`config.mk`:
```
export PLATFORM = sky130hd
export DESIGN_NAME = serial_frame_tx
export DESIGN_NICKNAME = d
export VERILOG_FILES = /design/src/rtl/serial_frame_tx_pkg.sv /design/src/rtl/serial_frame_tx_bit_timer.sv /design/src/rtl/serial_frame_tx.sv
export SDC_FILE = /design/constraint.sdc
export NUM_CORES = 1
export LEC_CHECK = 0
export CORE_MARGIN = 2
export CORE_UTILIZATION = 58
export CTS_BUF_LIST = sky130_fd_sc_hd__clkbuf_2
export DETAILED_ROUTE_END_ITERATION = 8
export DONT_BUFFER_PORTS = 1
export MAX_ROUTING_LAYER = met4
export PLACE_DENSITY = 0.76
export REMOVE_ABC_BUFFERS = 1
export SLEW_MARGIN = 0
export SYNTH_ARGS = -nofsm -noshare
export SYNTH_HDL_FRONTEND = slang
export SYNTH_SLANG_ARGS = --single-unit
export TNS_END_PERCENT = 20
```
`constraint.sdc`:
```
create_clock -name clk -period 1.6 [get_ports clk]
set_clock_uncertainty 0.1 [all_clocks]
set_input_delay 0.16 -clock clk [delete_from_list [all_inputs] [get_ports clk]]
set_output_delay 0.16 -clock clk [all_outputs]
set_load 0.05 [all_outputs]
```
`src/rtl/serial_frame_tx_pkg.sv`:
```
`default_nettype none
// ============================================================================
// Module   : serial_frame_tx_pkg
// Purpose  : Shared state encoding and line constants for the serial frame
//            transmitter.
// Revision : 1.0 - initial release
// ============================================================================
package serial_frame_tx_pkg;

  // Frame phases, in line order.
  typedef enum logic [2:0] {
    ST_IDLE   = 3'd0,
    ST_START  = 3'd1,
    ST_DATA   = 3'd2,
    ST_PARITY = 3'd3,
    ST_STOP   = 3'd4
  } tx_state_e;

  // Level the serial line rests at between frames (also the stop bit level).
  localparam logic C_LINE_IDLE = 1'b1;

  // Level driven for the start bit.
  localparam logic C_LINE_START = 1'b0;

endpackage : serial_frame_tx_pkg
`default_nettype wire

```
`src/rtl/serial_frame_tx_bit_timer.sv`:
```
`default_nettype none
// ============================================================================
// Module   : serial_frame_tx_bit_timer
// Purpose  : Modulo-BIT_CYCLES counter. tick_o marks the last clock of each
//            serial bit; clear_i holds the count at zero.
// Revision : 1.0 - initial release
// ============================================================================
module serial_frame_tx_bit_timer #(
  parameter int BIT_CYCLES = 4
) (
  input  logic clk,
  input  logic rst,
  input  logic clear_i,
  output logic tick_o
);

  localparam int              CW     = (BIT_CYCLES > 1) ? $clog2(BIT_CYCLES) : 1;
  localparam logic [CW-1:0]   C_LAST = CW'(BIT_CYCLES - 1);

  logic [CW-1:0] count_q;
  logic [CW-1:0] count_d;

  // Next count: zero on clear, wrap after the last cycle of a bit.
  always_comb begin
    count_d = count_q;
    if (clear_i) begin
      count_d = '0;
    end else if (count_q == C_LAST) begin
      count_d = '0;
    end else begin
      count_d = count_q + CW'(1);
    end
  end

  // Count register.
  always_ff @(posedge clk or posedge rst) begin
    if (rst) begin
      count_q <= '0;
    end else begin
      count_q <= count_d;
    end
  end

  assign tick_o = (count_q == C_LAST);

endmodule : serial_frame_tx_bit_timer
`default_nettype wire

```
`src/rtl/serial_frame_tx.sv`:
```
`default_nettype none
// ============================================================================
// Module   : serial_frame_tx
// Purpose  : Parallel-to-serial frame transmitter. Sends start bit (0), data
//            LSB first, even parity bit, stop bit (1); each bit is held for
//            BIT_CYCLES clocks. Outputs decode from registered state only.
// Revision : 1.0 - initial release
// ============================================================================
module serial_frame_tx
  import serial_frame_tx_pkg::*;
#(
  parameter int DATA_WIDTH = 8,
  parameter int BIT_CYCLES = 4
) (
  input  logic                  clk,
  input  logic                  rst,
  input  logic [DATA_WIDTH-1:0] data_i,
  input  logic                  load_i,
  output logic                  ready_o,
  output logic                  tx_o,
  output logic                  busy_o,
  output logic                  done_o
);

  localparam int            IW         = $clog2(DATA_WIDTH + 1);
  localparam logic [IW-1:0] C_LAST_IDX = IW'(DATA_WIDTH - 1);

  tx_state_e             state_q, state_d;
  logic [DATA_WIDTH-1:0] shift_q, shift_d;
  logic                  parity_q, parity_d;
  logic [IW-1:0]         idx_q, idx_d;
  logic                  bit_tick;
  logic                  timer_clear;

  // The timer rests at zero while idle, so the start bit always begins on a
  // fresh count the cycle after a load is accepted.
  assign timer_clear = (state_q == ST_IDLE);

  serial_frame_tx_bit_timer #(
    .BIT_CYCLES (BIT_CYCLES)
  ) u_bit_timer (
    .clk     (clk),
    .rst     (rst),
    .clear_i (timer_clear),
    .tick_o  (bit_tick)
  );

  // Next-state logic: frame sequencing, word capture and data shifting.
  always_comb begin
    state_d  = state_q;
    shift_d  = shift_q;
    parity_d = parity_q;
    idx_d    = idx_q;
    case (state_q)
      ST_IDLE: begin
        if (load_i) begin
          shift_d  = data_i;
          parity_d = ^data_i;
          idx_d    = '0;
          state_d  = ST_START;
        end
      end
      ST_START: begin
        if (bit_tick) begin
          state_d = ST_DATA;
        end
      end
      ST_DATA: begin
        if (bit_tick) begin
          shift_d = shift_q >> 1;
          idx_d   = idx_q + IW'(1);
          if (idx_q == C_LAST_IDX) begin
            state_d = ST_PARITY;
          end
        end
      end
      ST_PARITY: begin
        if (bit_tick) begin
          state_d = ST_STOP;
        end
      end
      ST_STOP: begin
        if (bit_tick) begin
          state_d = ST_IDLE;
        end
      end
      default: begin
        state_d = ST_IDLE;
      end
    endcase
  end

  // Output decode from registered state; no path from load_i or data_i.
  always_comb begin
    tx_o    = C_LINE_IDLE;
    ready_o = 1'b0;
    busy_o  = 1'b1;
    done_o  = 1'b0;
    case (state_q)
      ST_IDLE: begin
        ready_o = 1'b1;
        busy_o  = 1'b0;
      end
      ST_START:  tx_o = C_LINE_START;
      ST_DATA:   tx_o = shift_q[0];
      ST_PARITY: tx_o = parity_q;
      ST_STOP: begin
        tx_o   = C_LINE_IDLE;
        done_o = bit_tick;
      end
      default: begin
        tx_o    = C_LINE_IDLE;
        ready_o = 1'b1;
        busy_o  = 1'b0;
      end
    endcase
  end

  // State, shift, parity and bit-index registers.
  always_ff @(posedge clk or posedge rst) begin
    if (rst) begin
      state_q  <= ST_IDLE;
      shift_q  <= '0;
      parity_q <= 1'b0;
      idx_q    <= '0;
    end else begin
      state_q  <= state_d;
      shift_q  <= shift_d;
      parity_q <= parity_d;
      idx_q    <= idx_d;
    end
  end

endmodule : serial_frame_tx
`default_nettype wire

```
==> results of run 1 <==
[logic make-up after synthesis]
logic type	Yosys count	share of synthesized area (%)
adders and majority gates	2	2.684
xor gates and xnor gates	10	9.397
buffers and inverters	9	4.698
and+or+nand+nor	25	14.63
DFF	18	48.32
AOI/OAI and AO/OA	21	14.90
muxes	5	5.369
[final timing paths]
path                                                   from                     end  slack (ns)
max                        u_bit_timer.count_q[0]$_DFF_PP0_                  done_o       -0.02
min reg2reg                          shift_q[6]$_DFFE_PP0P_  shift_q[6]$_DFFE_PP0P_        0.40
min                                                  load_i  shift_q[7]$_DFFE_PP0P_        0.03
max in group asynchronous                               rst  state_q[0]$_DFFE_PP0P_        0.69
min in group asynchronous                               rst  shift_q[3]$_DFFE_PP0P_        0.25
max reg2reg                          state_q[0]$_DFFE_PP0P_  shift_q[0]$_DFFE_PP0P_        0.01
[final cells by class]
class	instances	area, sq um
multi-input combinational	63	478.0
sequential	18	452.9
timing repair buffer	26	260.3
fill	90	254.0
inverter	6	22.52
tap	16	20.02
clock buffer	3	15.01
clock inverter	1	3.754
[flip-flops by register name, indices dropped and copies added, names as in the netlist]
name                 cells
shift_q                  8
idx_q                    4
state_q                  3
u_bit_timer.count_q      2
parity_q                 1
[cells in the mapped netlist, drive strengths merged]
cell type,instances
nand4,2
o22ai,3
ha,2
nor2,4
a31oi,1
nor2b,1
or2,1
or3,1
nand2,11
buf,3
a32o,1
nor3,2
a221o,1
and3,1
o21ai,8
a22o,1
xnor2,8
o32ai,1
dfrtp,18
and4bb,1
and3b,1
mux2i,5
inv,6
a21oi,5
xor2,2
[per-stage QoR]
stage          std cells  util (%)
4_1_cts              129     79.57
2_1_floorplan         87         -
3_5_place_dp         112     67.94
5_1_grt              133     83.14
3_3_place_gp         112     67.94
6_report             133     83.14
[power by group]
| part | switching, mW | leakage (nW) | internal, mW |
|---|---|---|---|
| Clock | 0.144 | 0.0140 | 0.0543 |
| Sequential | 0.172 | 0.221 | 0.650 |
| Combinational | 0.701 | 0.333 | 0.602 |
[routing by layer]
metal  global-route usage, %  wire length (microns)  part of all wire (%)  up-vias
met3                   6.531                     99                   4.2       13
met1                   34.24                    984                    42      404
met2                   43.24                   1160                    49       24
met5                       -                      0                     0        -
met4                   16.36                    110                   4.7        0
li1                        -                      -                     -      368
[critical path, delay by kind of cell, from the launching register on]
family        cells  cell delay [ns]
flops             1             0.44
buf+inv           2             0.26
fa+ha+maj         1             0.19
simple gates      1             0.16
[repair_timing]
item	4_1_cts	5_1_grt
buffers inserted	4	3
pin swaps	2	5
setup endpoints to repair	5	9
hold endpoints to repair	27	1
hold buffers	9	1
gates resized for setup	10	7
==> metrics.txt, run 1 <==
WHS 0.03379 ns; most common cell after layout, fill and taps aside dfrtp_1; CTS root buf clkbuf_2; DR iter-0 viols 17; wire per inst 17.69 microns; Setup-failing EPs final 2; Final ANT Viol Nets 0; f_max 0.6168 GHz; Longest Clk Path Bufs 2; clock sink count 18; DRC 0; Initial Util 61.88%; worst rel slew slack 55.86%; Fin. Hold Viols 0; Worst EP required 1.34 ns; clk_lat worst skew 0.31 ns; failing checks negative setup slack; Slew @ Worst Pin 0.6613 ns; Placement Cell Area 1023 sq um; leakage power 0.5678 nW; crit share post-route 101.3%; syn avg cell area 10.36 sq um; worst setup margin -0.02135 ns; crit path DAT 1.36 ns; Pwr per Cell Area 1855 nW/um^2; post-synthesis sequential area ratio 48.32%; pre-CTS setup slack -0.03113 ns; top cells by area, synth dfrtp_1 48%, xnor2_1 7.5%, mux2i_1 5.4%; core area 1506 sq um; antenna diode count 0; Critical Path Sink Type output pin; die height 44.09 microns; maxcap violations 0; cell area after layout 1252 sq um; total number of yosys warnings 0; slowest stage cell, crit path dfrtp_1; Yosys reg bits 18; Die W 44.09 microns; I/O pins 15; commonest cells after routing, fill and taps aside 16 x dfrtp_1, 11 x nand2_1, 10 x dlygate4sd3_1, 10 x buf_4, 8 x xnor2_1; minimum clock period after layout 1.621 ns; synthesis-to-finish area growth 34.36%; antenna violations before repair 0; PortBufs 0; critical path type register to output pin; layout cells sized above 1 26.50%; via/cell ratio 6.083; CTS Buf Count 3; GRT Overall Usage 28.26%; final HPWL from detailed placement 1318 microns; pin count of the biggest net entering global routing 19; grt total ovfl 0; RSZ-0062 raised after global routing yes; drt total wl 2353 microns; Mapped Area 932.1 sq um; Clock transition at path regs 0.16 ns; full die area 1944 sq um; RePlAce Congestion 0.9027; CP startpoint kind register; share of the synthesized area in the top cell type 48.32%; type of the tightest min-delay check primary input to register; hold depth 2; synth unique cells 28; Final Slew Violations 0; status complete, but fails checks; Initial DRT Pass Iterations 4; total chip power 2.323 mW; vias in the first global route 784; DR vias 809; htree depth 1; worst-path maximum fanout 4; Cell Chain, Critical Path ha_4 -> buf_6 -> and3_4 -> buf_12; first-pass GRT wire length 3608 microns; R2R depth 6; Synth Instances 90; CTS tree yes; leading area contributor after synthesis dfrtp_1; Max VDD drop 1106 uV; slowest stage delay, CP 0.44 ns; Rows 14; setup TNS -0.03572 ns; nets@finish 131
Power figures use the tool's default switching activity.
==> run 2: changes to the inputs <==
CORE_ASPECT_RATIO = 1.75   (was default)
CORE_UTILIZATION = 37   (was 58)
GPL_ROUTABILITY_DRIVEN = 0   (was default)
PLACE_DENSITY = default   (was 0.76)
==> run 2 against run 1 <==
The run still ends with negative setup slack left. Worst hold slack improved by 0.050 ns. Non-clock buffer count decreased by 4. First-iteration DRC count decreased by 12%. Sequential share of layout area increased by 0.50 points. Critical path depth unchanged. Final cell count increased by 4.5%. Cell area decreased by 1.1%. Register-to-register slack got worse by 0.03 ns. Utilization decreased by 32 points. Sequential power decreased by 0.5%. Total power decreased by 5.0%. Routed wire length decreased by 15%. Critical path type unchanged.
==> metrics.txt, run 2 (synthesis results as in run 1) <==
final HPWL from detailed placement 1422 microns; slowest stage cell, crit path dfrtp_1; Longest Clk Path Bufs 2; Clock transition at path regs 0.17 ns; Die W 41.94 microns; synthesis-to-finish area growth 32.89%; layout cells sized above 1 25.66%; Rows 24; failing checks negative setup slack; nets@finish 127; total chip power 2.206 mW; htree depth 1; drt total wl 1990 microns; I/O pins 15; DRC 0; worst rel slew slack 55.11%; clk_lat worst skew 0.30 ns; Final ANT Viol Nets 0; critical path type register to output pin; PortBufs 0; Fin. Hold Viols 0; GRT Overall Usage 16.10%; status complete, but fails checks; Initial DRT Pass Iterations 4; Cell Chain, Critical Path ha_4 -> buf_4 -> and3_4 -> buf_12; Worst EP required 1.34 ns; leakage power 0.5475 nW; crit path DAT 1.37 ns; buffers plus inverters on the worst setup path 2; delay-heaviest family, CP flip-flops; Initial Util 38.32%; CTS Buf Count 3; RSZ-0062 raised after global routing yes; antenna diode count 0; Max VDD drop 815.7 uV; worst setup margin -0.02755 ns; wire per inst 14.32 microns; Setup-failing EPs final 3; commonest cells after routing, fill and taps aside 15 x dfrtp_1, 11 x nand2_1, 10 x dlygate4sd3_1, 7 x xnor2_1, 7 x buf_4; Largest Register shift_q; full die area 2953 sq um; worst-path maximum fanout 3; Critical Path Sink Type output pin; DR vias 747; CTS root buf clkbuf_2; clock sink count 18; DR iter-0 viols 15; most common cell after layout, fill and taps aside dfrtp_1; CTS tree yes; crit share post-route 101.7%; pin count of the biggest net entering global routing 19; via/cell ratio 5.374; Slew @ Worst Pin 0.6726 ns; max reg flops 8; f_max 0.6144 GHz; CP startpoint kind register; biggest regs shift_q: 8 flops, idx_q: 4 flops, state_q: 3 flops; antenna violations before repair 0; minimum clock period after layout 1.628 ns; Final Core Density 50.93%; core area 2432 sq um; grt total ovfl 0; vias in the first global route 825; slowest stage delay, CP 0.44 ns; Pwr per Cell Area 1781 nW/um^2; die height 70.40 microns; maxcap violations 0; Final Slew Violations 0; first-pass GRT wire length 3484 microns; type of the tightest min-delay check primary input to register
-- run 2: routing by layer --
layer	global-route usage, %	share of wire [%]	up-vias
met5	-	0	-
met2	29.51	59	16
met4	7.527	1.8	0
li1	-	-	362
met1	16.42	36	365
met3	1.809	3.2	4
-- run 2: worst paths after layout --
kind,slack [ns],to,from,depth (start not counted)
worst max-delay path,-0.03,done_o,u_bit_timer.count_q[1]$_DFF_PP0_,4
worst min-delay path,0.08,state_q[0]$_DFFE_PP0P_,load_i,4
worst max register to register,-0.02,shift_q[6]$_DFFE_PP0P_,u_bit_timer.count_q[1]$_DFF_PP0_,7
worst min register to register,0.40,u_bit_timer.count_q[0]$_DFF_PP0_,u_bit_timer.count_q[0]$_DFF_PP0_,1
max in group asynchronous,0.67,state_q[2]$_DFFE_PP0P_,rst,2
min in group asynchronous,0.27,idx_q[3]$_DFFE_PP0P_,rst,2
-- run 2: cell type report --
class / count / area [sq um]
Timing Repair Buffer: 22 / 226.5
Tap cell: 26 / 32.53
Multi-Input combinational cell: 63 / 484.2
Fill cell: 226 / 1194
Sequential cell: 18 / 454.2
Clock buffer: 3 / 15.01
Inverter: 6 / 22.52
Clock inverter: 1 / 3.754
-- run 2: report_power, final --
part | internal, mW | switching, mW
Combinational | 0.547 | 0.646
Clock | 0.0543 | 0.140
Sequential | 0.651 | 0.167
-- run 2: metrics by stage --
stage / area, sq um / TNS [ns] / hold WS (ns) / worst slack [ns] / std cells
global placement: 1028 / 0 / 0.07666 / 0.08494 / 121
CTS: 1194 / -0.08059 / 0.01532 / -0.02302 / 139
global route: 1239 / -1.032 / 0.07907 / -0.1028 / 139
finish: 1239 / -0.04743 / 0.08419 / -0.02755 / 139
detailed placement: 1028 / 0 / 0.08879 / 0.04921 / 121
floorplan: 910.9 / -1.174 / -0.001430 / -0.8291 / 87
-- run 2: worst min-delay path, stage by stage --
cell and delay [ns]:
inv_1 0.03, o22ai_1 0.06, o21ai_0 0.18, nor2_1 0.05
-- run 2: timing repair --
| action | CTS | global route |
|---|---|---|
| hold endpoints to repair | 29 | 0 |
| pin swaps | 1 | 3 |
| endpoints found under the setup margin | 4 | 16 |
| hold buffers | 10 | 0 |
| resized for setup | 10 | 11 |
| setup buffers | 4 | 0 |
